===== config.mk =====
export PLATFORM = sky130hd
export DESIGN_NAME = misr6
export DESIGN_NICKNAME = d
export VERILOG_FILES = /design/src/rtl/bist_misr_checker_pkg.sv /design/src/rtl/bist_misr_checker_misr6.sv
export SDC_FILE = /design/constraint.sdc
export NUM_CORES = 1
export LEC_CHECK = 0
export ABC_CLOCK_PERIOD_IN_PS = 1600
export BUFFER_PORTS_ARGS = -buffer_cell sky130_fd_sc_hd__buf_2
export CORE_AREA = 2 2 39 41
export CTS_CLUSTER_SIZE = 28
export DETAILED_ROUTE_END_ITERATION = 16
export DIE_AREA = 0 0 41 43
export GPL_TIMING_DRIVEN = 0
export PLACE_DENSITY = 0.52
export SYNTH_ARGS = -nofsm -noshare
export SYNTH_HDL_FRONTEND = slang
export SYNTH_SLANG_ARGS = --single-unit

===== constraint.sdc =====
create_clock -name clk -period 1.6 [get_ports clk]
set_input_delay 0.24 -clock clk [delete_from_list [all_inputs] [get_ports clk]]
set_output_delay 0.24 -clock clk [all_outputs]
set_load 0.02 [all_outputs]

===== src/rtl/bist_misr_checker_pkg.sv =====
// Shared types and MISR helpers for the BIST response-compaction stage.
// The polynomial is x^6+x+1: the shifted-out MSB feeds back into bits 0 and 1.
package bist_pkg;

   localparam int MISR_W = 6;
   localparam logic [MISR_W-1:0] TAP_MASK = 6'b000011;

   typedef enum logic [1:0] {
      IDLE  = 2'd0,
      SWEEP = 2'd1,
      CHECK = 2'd2
   } state_t;

   function automatic logic [MISR_W-1:0] misr_next(input logic [MISR_W-1:0] s,
                                                   input logic [MISR_W-1:0] d);
      logic [MISR_W-1:0] fb;
      fb = s[MISR_W-1] ? TAP_MASK : '0;
      return {s[MISR_W-2:0], 1'b0} ^ fb ^ d;
   endfunction

endpackage


===== src/rtl/bist_misr_checker_misr6.sv =====
// Six-bit multiple-input signature register: load takes priority over compaction.
// One-cycle update; reset and load both return the register to the seed.
module misr6
   import bist_pkg::*;
(
   input  logic              clk,
   input  logic              rst_n,
   input  logic              load,
   input  logic [MISR_W-1:0] seed,
   input  logic              en,
   input  logic [MISR_W-1:0] d,
   output logic [MISR_W-1:0] q
);

   logic [MISR_W-1:0] q_r;

   always_ff @(posedge clk) begin
      if (!rst_n) begin
         q_r <= seed;
      end else if (load) begin
         q_r <= seed;
      end else if (en) begin
         q_r <= misr_next(q_r, d);
      end
   end

   assign q = q_r;

endmodule


Word-level counts from Yosys, hierarchy flattened
Cells that the tools add are included.
{ "word_totals": {"ff_bits": 6, "inputBits": 16, "output_inout_bits": 6, "wordCells": 8} }
{ "op_classes": {"eq_ne": 1, "mux": 4, "bitwise_logic": 2} }
{ "ops": {"columns": ["operator", "count"], "rows": [
  ["2-to-1 mux 6 bit", 3],
  ["XOR 6 x 2 -> 6 bit", 1],
  ["XOR 6 bit", 1],
  ["!= test 3 x 1 -> 1 bit (second input constant)", 1],
  ["2-to-1 mux 2 bit", 1]
]} }

Depth between registers and ports, before layout
{ "logic_depth": {"word_depth": 6, "depth_mapped": 3} }

Worst setup path after synthesis
Ideal clock, no wire load.
{ "synth_timing": {"kind": "flip-flop to flip-flop", "start": "register q_r[5] (netlist: q[5])", "end": "register q_r[1] (netlist: q[1]) (data pin)", "arrival_ns": 1.136, "slack_ns": 0.204, "path_stages_with_launch": 3, "path_buffers": 0, "period_less_slack_ns": 1.396, "cell_sequence": "edfxtp_1 > xor3_1 > mux2_4"} }
{ "synth_via": {"elab_chain_cells": 6} }
{ "synth_rtl": {"columns": ["element", "line_no", "source"], "rows": [
  ["start: declaration", "bist_misr_checker_misr6.sv:15", "logic [MISR_W-1:0] q_r;"],
  ["start signal: assignment", "bist_misr_checker_misr6.sv:23", "q_r <= misr_next(q_r, d);"],
  ["2-to-1 mux 2 bit", "bist_misr_checker_pkg.sv:17", "fb = s[MISR_W-1] ? TAP_MASK : '0;"],
  ["XOR 6 x 2 -> 6 bit", "bist_misr_checker_pkg.sv:18", "return {s[MISR_W-2:0], 1'b0} ^ fb ^ d;"],
  ["XOR 6 bit", "bist_misr_checker_pkg.sv:18", null],
  ["2-to-1 mux 6 bit", "bist_misr_checker_misr6.sv:22", "end else if (en) begin"],
  ["2-to-1 mux 6 bit", "bist_misr_checker_misr6.sv:20", "end else if (load) begin"],
  ["2-to-1 mux 6 bit", "bist_misr_checker_misr6.sv:18", "if (!rst_n) begin"]
]} }
No other way between the ends. The select of a mux whose other input is x is not followed.
A chain may end at the register's enable or synchronous reset.

Worst setup path in the final report
Ends and elaborated chain as after synthesis.

==> impl_results.md <==
* Crit-path slowest cell: edfxtp_1
* Ports at 22
* P_sw at 0.000115 W
* Worst R2R Path Depth at 2
* Crit Path Max Fanout at 3
* DR iter-0 viols at 0
* Reg2Reg Setup Slack at 0.28 ns
* Final #Nets at 63
* Status: completed
* WP buf/inv at 0
* Post-Route Utilization at 35.0%
* CP Class: reg2reg
* Max FFs per register at 6
* Maxcap violations at 0
* Hold Crit Depth at 2
* Clock power share at 30.0%
* Global route overflow at 0
* Number of synthesized flops with an enable pin at 6
* PD cells at 947 nW/um^2
* Synthesized cell area at 337 sq um
* Die Span Y at 43 um
* Most common cell in the netlist: edfxtp_1
* Via density at 3.97
* Largest net degree at the start of global routing at 8
* # Post-CTS Setup Buffers at 0
* Startpoint class of the critical path: flop
* 1st-pass router iterations at 1
* DIE AREA at 1760 sq um
* Post-synth top flop: edfxtp_1
* First-pass GRT wire length at 834 um
* CTS clock-pin slew for the worst setup and hold paths at 0.04 ns
* FMAX at 758 MHz
* Critical path endpoint category: flop
* Final Hold Viols at 0
* Avg WL per Cell at 9.15 um
* Least-Margin Pin Slew at 0.275 ns
* Max VDD drop at 0.000343 V
* Final critical-path share of the clock period at 82.5%
* Largest delay share family, worst path: flip-flops
* Total GRT Usage at 8.63%
* Initial Util at 24.3%
* WHS Endpoint: q[1]
* Seq/Total Area, Yosys at 53.5%
* Ys async rst share at 0%
* Minimum clock period at 1.32 ns
* TNS Setup at 0 ns
* H-tree depth at 1
* Post-synth cell types at 8
* RSZ-0062 raised after global routing: false
* DP Cell Count at 58
* Chip width at 41 um
* Comb pwr share at 24.6%
* CTS sink cnt at 6
* Number of global-route vias before repair at 231
* Crit Reg-Reg Endpoint: q[1]
* CTS root buf: clkbuf_4
* Final GP Congestion at 0.580
* Initial antenna violation count at 0
* Yosys top cell area share at 53.5%
* Finish-stage setup viols at 0
* Avg Cell Area, Syn at 16.0 sq um
* Worst path arrival time at 1.31 ns
* Hold_ws at 0.297 ns
* Crit-path max cell delay at 0.42 ns
* Hpwl dp at 427 um
* Post-synthesis cell count at 21
* DRC at 0
* Worst hold path class: in2reg
* Hold wc startpoint: seed[1]
* Post-cts sizing count at 0
* Skew-Pair Late Insertion Delay at 0.24 ns
* CTS Buf Count at 3
* Net Sw Frac at 25.0%
* Post-Layout Cell Count at 61
* Final wirelength at 558 um
* Yosys warning total at 0
* CTS tree: built
* Core area at 1380 sq um
* Top cells by count, synth: 6 x edfxtp_1, 5 x mux2_2, 5 x xor2_1
* Standard-cell row count at 14
* Req. time, crit path at 1.59 ns
* Synth area leaders: edfxtp_1 54%, mux2_2 17%, xor2_1 13%, xor3_1 7.1%, mux2_4 4.5%
* ANT nets after route at 0
* Ant diodes at 0
* Worst reg2reg path startpoint: q[5]
* Share of cells above drive strength 1 at 68.9%
* Largest area contributor in the netlist: edfxtp_1
* Hold_buf cts at 0
* Synthesis-to-finish area growth at 43.9%
* #FFs+latches synth at 6
* Pleak at 0.230 nW
* Worst Skew at 0.00113 ns
* Slew HR at 81.7%
* Cell Chain, Critical Path: xor3_1, mux2_4
* Vias at 242
* Sequential Power Share at 45.5%
* Cell Int Power at 0.000344 W
* Final max-slew violation count at 0
* Max Buffers Root-to-Sink at 2
* Syn Nets at 37
* Port Buf Inserts at 21
## how the worst max path moves through the flow
stage / cells after the start / endpoint / slack, ns / start
6_report: 2 / q[1] / 0.28 / q[5]
5_1_grt: 2 / q[1] / 0.26 / q[5]
4_1_cts: 2 / q[1] / 0.27 / q[5]
3_5_place_dp: 2 / q[1] / 0.27 / q[5]
3_3_place_gp: 2 / q[1] / 0.28 / q[5]
2_1_floorplan: 2 / q[1] / 0.20 / q[5]
## layout make-up
class / instances / area, sq um
fillers: 145 / 900
clock buffers: 3 / 22.5
well taps: 16 / 20.0
multi-input cells: 14 / 151
flip-flops and latches: 6 / 180
repair buffers: 21 / 105
plain buffers: 1 / 5.00
## layout by cell type, fill, tap and decap left out
master / n
nand2b_1: 1
mux2_4: 1
edfxtp_1: 6
buf_2: 22
xor3_1: 1
xor2_1: 5
nor2b_1: 1
clkbuf_4: 3
mux2_2: 5
## power groups by stage
stage	sequential (W)	combinational [W]	clock [W]
3_3_place_gp	0.000212	0.000113	0
3_5_place_dp	0.000211	0.000115	0
4_1_cts	0.000209	0.000115	0.000147
2_1_floorplan	0.000235	0.0000489	0
6_report	0.000208	0.000113	0.000137
5_1_grt	0.000210	0.000122	0.000168
## cell families (layout without fill, tap and decap cells)
group                     after synthesis  after routing  share of synthesized area (%)
xor gates and xnor gates                6              6                           20.1
buffers and inverters                   1             25                           1.49
DFF                                     6              6                           53.5
muxes                                   6              6                           21.2
and+or+nand+nor                         2              2                           3.72
## through the flow
step                      setup WS (ns)  cell area (sq um)  total power (W)
after floorplan                   0.204                337         0.000284
after global placement            0.276                462         0.000325
after detailed placement          0.273                462         0.000326
after CTS                         0.272                484         0.000470
after global routing              0.256                484         0.000500
final                             0.280                484         0.000459
## metal layers
metal  track usage (%)  wire length, um
met1              7.00              222
met2              10.6              251
met3              11.0               84
met4              6.00                0
met5                 0                0
Power figures use the tool's default switching activity.
